## src/rtl/deinterleaver_if.sv

```systemverilog
// Bit-stream bundle between the receive front end and the deinterleaver.
// master drives the coded-bit stream and Flush; slave is the deinterleaver.
interface deinterleaver_if;
   logic       In_Valid;
   logic       In_Bit;
   logic       Flush;
   logic       Out_Valid;
   logic       Out_Bit;
   logic       Out_Last;
   logic [7:0] Sym_Count;

   modport master (
      output In_Valid, In_Bit, Flush,
      input  Out_Valid, Out_Bit, Out_Last, Sym_Count
   );

   modport slave (
      input  In_Valid, In_Bit, Flush,
      output Out_Valid, Out_Bit, Out_Last, Sym_Count
   );
endinterface

```

## src/rtl/deinterleaver.sv

```systemverilog
// 802.11a BPSK rate-1/2 receive deinterleaver. Interleaved coded bits are written
// into a ping-pong buffer at their de-interleaved address; each completed symbol
// is then streamed out in original coded order at one bit per Clock2 cycle.
module deinterleaver #(
   parameter int unsigned N_CBPS = 48,
   parameter int unsigned N_COL  = 16
) (
   input  logic           Clock2,
   input  logic           Reset,
   deinterleaver_if.slave bus
);

   localparam int unsigned N_ROW = N_CBPS / N_COL;
   localparam int unsigned CW    = $clog2(N_CBPS);
   localparam int unsigned RW    = (N_ROW > 1) ? $clog2(N_ROW) : 1;
   localparam int unsigned AW    = (N_COL > 1) ? $clog2(N_COL) : 1;

   localparam logic [0:0] R_IDLE  = 1'b0;
   localparam logic [0:0] R_DRAIN = 1'b1;

   logic [N_CBPS-1:0] mem_q [0:1];

   logic [RW-1:0] wr_row_q, wr_row_d;     // b: row within current column
   logic [AW-1:0] wr_col_q, wr_col_d;     // a: column
   logic [CW-1:0] wr_addr_q, wr_addr_d;   // k = N_COL*b + a, tracked incrementally
   logic          wr_bank_q, wr_bank_d;
   logic          sym_ready;

   logic [0:0]    state_q, state_d;
   logic          rd_bank_q, rd_bank_d;
   logic [CW-1:0] rd_cnt_q, rd_cnt_d;
   logic          out_valid_q, out_valid_d;
   logic          out_bit_q, out_bit_d;
   logic          out_last_q, out_last_d;
   logic [7:0]    sym_cnt_q, sym_cnt_d;

   // Write address walk: stepping b adds N_COL to k; wrapping b restarts k at the new a.
   always_comb begin
      wr_row_d  = wr_row_q;
      wr_col_d  = wr_col_q;
      wr_addr_d = wr_addr_q;
      wr_bank_d = wr_bank_q;
      sym_ready = 1'b0;
      if (bus.Flush) begin
         wr_row_d  = '0;
         wr_col_d  = '0;
         wr_addr_d = '0;
         wr_bank_d = 1'b0;
      end else if (bus.In_Valid) begin
         if (wr_row_q == RW'(N_ROW - 1)) begin
            wr_row_d = '0;
            if (wr_col_q == AW'(N_COL - 1)) begin
               wr_col_d  = '0;
               wr_addr_d = '0;
               wr_bank_d = ~wr_bank_q;
               sym_ready = 1'b1;
            end else begin
               wr_col_d  = wr_col_q + AW'(1);
               wr_addr_d = CW'(wr_col_q) + CW'(1);
            end
         end else begin
            wr_row_d  = wr_row_q + RW'(1);
            wr_addr_d = wr_addr_q + CW'(N_COL);
         end
      end
   end

   // Drain sequencing and registered output values for the next edge.
   always_comb begin
      state_d     = state_q;
      rd_bank_d   = rd_bank_q;
      rd_cnt_d    = rd_cnt_q;
      out_valid_d = 1'b0;
      out_bit_d   = 1'b0;
      out_last_d  = 1'b0;
      sym_cnt_d   = sym_cnt_q;
      if (bus.Flush) begin
         state_d   = R_IDLE;
         rd_cnt_d  = '0;
         sym_cnt_d = '0;
      end else begin
         case (state_q)
            R_IDLE: begin
               if (sym_ready) begin
                  state_d   = R_DRAIN;
                  rd_bank_d = wr_bank_q;
                  rd_cnt_d  = '0;
               end
            end
            R_DRAIN: begin
               out_valid_d = 1'b1;
               out_bit_d   = mem_q[rd_bank_q][rd_cnt_q];
               out_last_d  = (rd_cnt_q == CW'(N_CBPS - 1));
               if (rd_cnt_q == CW'(N_CBPS - 1)) begin
                  sym_cnt_d = sym_cnt_q + 8'd1;
                  rd_cnt_d  = '0;
                  // a symbol finishing filling now chains straight into the next drain
                  if (sym_ready) begin
                     rd_bank_d = wr_bank_q;
                  end else begin
                     state_d = R_IDLE;
                  end
               end else begin
                  rd_cnt_d = rd_cnt_q + CW'(1);
               end
            end
            default: state_d = R_IDLE;
         endcase
      end
   end

   // Buffer write; contents need no reset.
   always_ff @(posedge Clock2) begin
      if (bus.In_Valid && !bus.Flush) begin
         mem_q[wr_bank_q][wr_addr_q] <= bus.In_Bit;
      end
   end

   // State and output registers.
   always_ff @(posedge Clock2 or posedge Reset) begin
      if (Reset) begin
         wr_row_q    <= '0;
         wr_col_q    <= '0;
         wr_addr_q   <= '0;
         wr_bank_q   <= 1'b0;
         state_q     <= R_IDLE;
         rd_bank_q   <= 1'b0;
         rd_cnt_q    <= '0;
         out_valid_q <= 1'b0;
         out_bit_q   <= 1'b0;
         out_last_q  <= 1'b0;
         sym_cnt_q   <= '0;
      end else begin
         wr_row_q    <= wr_row_d;
         wr_col_q    <= wr_col_d;
         wr_addr_q   <= wr_addr_d;
         wr_bank_q   <= wr_bank_d;
         state_q     <= state_d;
         rd_bank_q   <= rd_bank_d;
         rd_cnt_q    <= rd_cnt_d;
         out_valid_q <= out_valid_d;
         out_bit_q   <= out_bit_d;
         out_last_q  <= out_last_d;
         sym_cnt_q   <= sym_cnt_d;
      end
   end

   assign bus.Out_Valid = out_valid_q;
   assign bus.Out_Bit   = out_bit_q;
   assign bus.Out_Last  = out_last_q;
   assign bus.Sym_Count = sym_cnt_q;

endmodule

```

## src/flat_wrapper.sv

```systemverilog
// flat-port wrapper written by rule: the top's interface ports become plain ports
module deinterleaver_flat 
#(
   parameter int unsigned N_CBPS = 48,
   parameter int unsigned N_COL  = 16
)
  (Clock2, Reset, bus_In_Valid, bus_In_Bit, bus_Flush, bus_Out_Valid, bus_Out_Bit, bus_Out_Last, bus_Sym_Count);
  deinterleaver_if bus_i ();
  input  logic Clock2;
  input  logic Reset;
  input wire logic [$bits(bus_i.In_Valid)-1:0] bus_In_Valid;
  input wire logic [$bits(bus_i.In_Bit)-1:0] bus_In_Bit;
  input wire logic [$bits(bus_i.Flush)-1:0] bus_Flush;
  output wire logic [$bits(bus_i.Out_Valid)-1:0] bus_Out_Valid;
  output wire logic [$bits(bus_i.Out_Bit)-1:0] bus_Out_Bit;
  output wire logic [$bits(bus_i.Out_Last)-1:0] bus_Out_Last;
  output wire logic [$bits(bus_i.Sym_Count)-1:0] bus_Sym_Count;
  assign bus_i.In_Valid = bus_In_Valid;
  assign bus_i.In_Bit = bus_In_Bit;
  assign bus_i.Flush = bus_Flush;
  assign bus_Out_Valid = bus_i.Out_Valid;
  assign bus_Out_Bit = bus_i.Out_Bit;
  assign bus_Out_Last = bus_i.Out_Last;
  assign bus_Sym_Count = bus_i.Sym_Count;
  deinterleaver #(.N_CBPS(N_CBPS), .N_COL(N_COL)) u_core (.Clock2(Clock2), .Reset(Reset), .bus(bus_i));
endmodule
```

## config.mk

```make
export PLATFORM = sky130hd
export DESIGN_NAME = deinterleaver_flat
export DESIGN_NICKNAME = d
export VERILOG_FILES = /design/src/rtl/deinterleaver_if.sv /design/src/rtl/deinterleaver.sv /design/src/flat_wrapper.sv
export SDC_FILE = /design/constraint.sdc
export NUM_CORES = 1
export LEC_CHECK = 0
export CAP_MARGIN = 40
export CORE_ASPECT_RATIO = 0.9
export CORE_MARGIN = 4
export CORE_UTILIZATION = 50
export CTS_CLUSTER_SIZE = 40
export DETAILED_ROUTE_END_ITERATION = 7
export DONT_BUFFER_PORTS = 1
export SLEW_MARGIN = 30
export SYNTH_ARGS = -nofsm -noshare
export SYNTH_HDL_FRONTEND = slang
export SYNTH_SLANG_ARGS = --single-unit
export TNS_END_PERCENT = 30
```

## constraint.sdc

```tcl
create_clock -name Clock2 -period 4.94 [get_ports Clock2]
set_input_delay 1.235 -clock Clock2 [delete_from_list [all_inputs] [get_ports Clock2]]
set_output_delay 1.235 -clock Clock2 [all_outputs]
set_load 0.01 [all_outputs]
```

==> flow_metrics.py <==
metrics = {
    "sta": {
        "finalCritPeriodShare_pct": 48.8,
        "setup_viol": 0,
        "slew_violations": 0,
        "clock_skew_ns": 0.0116,
        "finalHoldViolations": 0,
        "hold_slack_ns": 0.555,
        "period_needed_ns": 2.41,
        "slew_headroom_pct": 51.5,
        "timing.setup.tns_ns": 0,
        "fmax_ghz": 0.415,
        "worst_slew_pin_slew_ns": 0.725,
        "rsz0062_at_grt": "false",
    },
    "layout": {
        "final_cell_area_sq_um": 6490,
        "final_util_pct": 57.0,
        "final_common_cell": "nor2_1",
        "nNetsFinal": 465,
        "antenna_cells": 0,
        "final_cell_mix": "nor2_1, edfxtp_1, dfrtp_1",
        "syn2layout_area_growth_pct": 11.5,
        "final_layout_size_suffix_gt1_share_pct": 11.3,
    },
    "worst_setup_path": {
        "endpoint_kind": "flip-flop",
        "critical-path-slowest-cell": "dfrtp_1",
        "arrival_ns": 2.69,
        "path_buf_inv": 1,
        "start_kind": "flip-flop",
        "path_cells": "buf_8 > mux4_1 > mux2i_1 > o211ai_1 > a32oi_1 > o22a_1 > nor2_1",
        "cpPeakStageDelay_ns": 0.62,
        "worstSetupStartpoint": "u_core.rd_bank_q",
        "cp_top_family": "multiplexers",
        "r2r-start": "u_core.rd_bank_q",
        "crit_required_ns": 5.22,
        "crit_fanout": 11,
        "path_depth": 7,
        "worstReg2RegEnd": "u_core.bus.Out_Bit",
        "endpoint": "u_core.bus.Out_Bit",
        "worstSetupPathType": "reg -> reg",
        "reg2reg_setup_slack_ns": 2.53,
        "worstRegToRegCells": 7,
    },
    "global_route": {
        "grt_first_pass_wirelength_um": 19000,
        "grt_max_degree": 97,
        "track_usage_pct": 19.2,
        "antenna_found_initial": 0,
        "grt_overflow_total": 0,
        "grt_pass1_vias": 3487,
    },
    "synth": {
        "syn-instance-count": 458,
        "postSynthNetCount": 469,
        "netlist_top_cells_area": "edfxtp_1, dfrtp_1, nor2_1",
        "synth_top_family_by_area": "simple AND/OR/NAND/NOR gates",
        "synth_compound_area_share_pct": 4.79,
        "muxShareOfSynthArea_pct": 10.9,
        "yosys.area.top_type": "edfxtp_1",
        "synth_top_area_share_pct": 49.5,
        "synth-edff-count": 96,
        "synth_xor_area_share_pct": 1.50,
        "synthFlopType": "edfxtp_1",
        "synth-adder-area-share_pct": 1.29,
        "ys_ff_latch": 128,
        "ys_seq_area_share_pct": 63.3,
        "synthArstFlopShare_pct": 25.0,
        "synthSimpleGateAreaFrac_pct": 15.4,
        "synth_area_sq_um": 5820,
        "syn_avg_cell_area_sq_um": 12.7,
        "yosysWarnings": 0,
        "synth_cell_types": 49,
    },
    "power": {
        "powerDensity_nw_per_um2": 366,
        "power_mw": 2.38,
        "ir_drop_v": 0.000225,
        "p_leak_nw": 2.18,
    },
    "routing": {
        "ant_nets": 0,
        "viasPerCell": 5.71,
        "wl_um": 12000,
        "drt_iter0_drc": 316,
        "drc": 0,
        "vias": 3557,
        "wire_per_inst_um": 19.2,
        "drtPass1Iterations": 5,
    },
    "clock_tree": {
        "clkLatencyLatePin_ns": 0.41,
        "cts_buffers": 17,
        "cts_tree": "built",
        "cts_resized": 0,
        "cts_buffer_depth": 2,
        "path_clk_slew_ns": 0.06,
        "post_cts_buffers": 0,
        "clock_sinks": 128,
        "cts-root-buf": "clkbuf_16",
        "h-tree-depth": 4,
        "hold_buffers": 0,
    },
    "floorplanning": {
        "core_sq_um": 11400,
        "die_w_um": 122,
        "io_pins": 16,
        "initial_core_util_pct": 51.1,
        "dieHeight_um": 110,
        "rows": 37,
        "die_area_sq_um": 13400,
    },
    "placed_design": {
        "dpl_cell_area_sq_um": 5920,
        "post-dp-hpwl_um": 7350,
        "portBuffers": 0,
        "place_congestion": 0.771,
    },
    "status": {
        "status": "complete, no violations",
    },
    "hold_path": {
        "hp-class": "reg -> reg",
    },
    "run": {
        "max-cap-violations": 0,
    },
}
==> synth_stat cells (3+ instances only) <==
library cell / instances
nand3b_1: 4
mux4_1: 10
xor2_1: 7
o21ai_0: 6
inv_1: 9
mux4_2: 10
nor2_1: 120
mux2i_1: 10
nand2b_1: 5
dfrtp_1: 32
edfxtp_1: 96
nand3_1: 17
ha_1: 6
nor3_1: 3
a22oi_1: 3
nand4_1: 9
clkbuf_1: 21
nor2b_1: 7
a21oi_1: 13
xnor2_1: 3
mux2_2: 4
nand2_1: 23
a31oi_1: 6
==> per-stage QoR <==
step,setup WS (ns),instances
after floorplan,2.30,458
after global placement,2.17,589
after detailed placement,2.25,590
after CTS,2.26,622
after global routing,2.32,623
final,2.53,623
==> report_power, final <==
| part | total (mW) | switching [mW] | internal (mW) |
|---|---|---|---|
| logic | 0.0344 | 0.0240 | 0.0104 |
| registers | 1.17 | 0.00372 | 1.16 |
| clock network | 1.18 | 0.444 | 0.733 |
| total | 2.38 | 0.472 | 1.91 |
==> cell type report <==
cell class	instances	area (sq um)
Clock buffer	19	433
Clock inverter	13	121
Fill cell	960	4900
Inverter	9	33.8
Multi-Input combinational cell	293	1970
Sequential cell	128	3680
Tap cell	156	195
Timing Repair Buffer	5	52.6
==> state kept, by name, summed over array words and instances, names as in the netlist <==
| register | count |
|---|---|
| u_core.bus.Out_Bit | 1 |
| u_core.bus.Out_Last | 1 |
| u_core.bus.Out_Valid | 1 |
| u_core.bus.Sym_Count | 8 |
| u_core.mem_q | 96 |
| u_core.rd_bank_q | 1 |
| u_core.rd_cnt_q | 6 |
| u_core.state_q | 1 |
| u_core.wr_addr_q | 6 |
| u_core.wr_bank_q | 1 |
| u_core.wr_col_q | 4 |
| u_core.wr_row_q | 2 |
==> logic make-up after synthesis <==
logic type | count (synthesis)
AO/OA/AOI/OAI | 43
multiplexers | 34
flip-flops | 128
buffers and inverters | 37
AND/OR/NAND/NOR | 200
XOR/XNOR | 10
adder cells (fa/ha/maj) | 6
==> how the worst min path moves through the flow <==
| stage | startpoint | to | cells after the start |
|---|---|---|---|
| after floorplan | u_core.wr_addr_q[3] | u_core.wr_addr_q[3] | 2 |
| after global placement | u_core.wr_addr_q[4] | u_core.wr_addr_q[4] | 2 |
| after detailed placement | u_core.wr_addr_q[3] | u_core.wr_addr_q[3] | 2 |
| after CTS | u_core.wr_addr_q[5] | u_core.wr_addr_q[5] | 2 |
| after global routing | u_core.wr_addr_q[5] | u_core.wr_addr_q[5] | 2 |
| final | u_core.wr_addr_q[4] | u_core.wr_addr_q[4] | 2 |
==> routing by layer <==
layer	vias to the layer above	global-route usage, %	routed length (um)
met5	-	0	0
met4	0	6.16	111
met3	8	4.54	509
met2	83	30.2	5690
met1	1808	26.6	5670
li1	1658	-	-
==> worst reg2reg max path: cells and delay by family, from the launching register on <==
kind | cells | cell delay (ns)
flops | 1 | 0.62
mux | 2 | 0.85
buf+inv | 1 | 0.23
compound gates | 3 | 0.55
simple gates | 1 | 0.03
No activity file was read; power rests on OpenSTA's default activity.
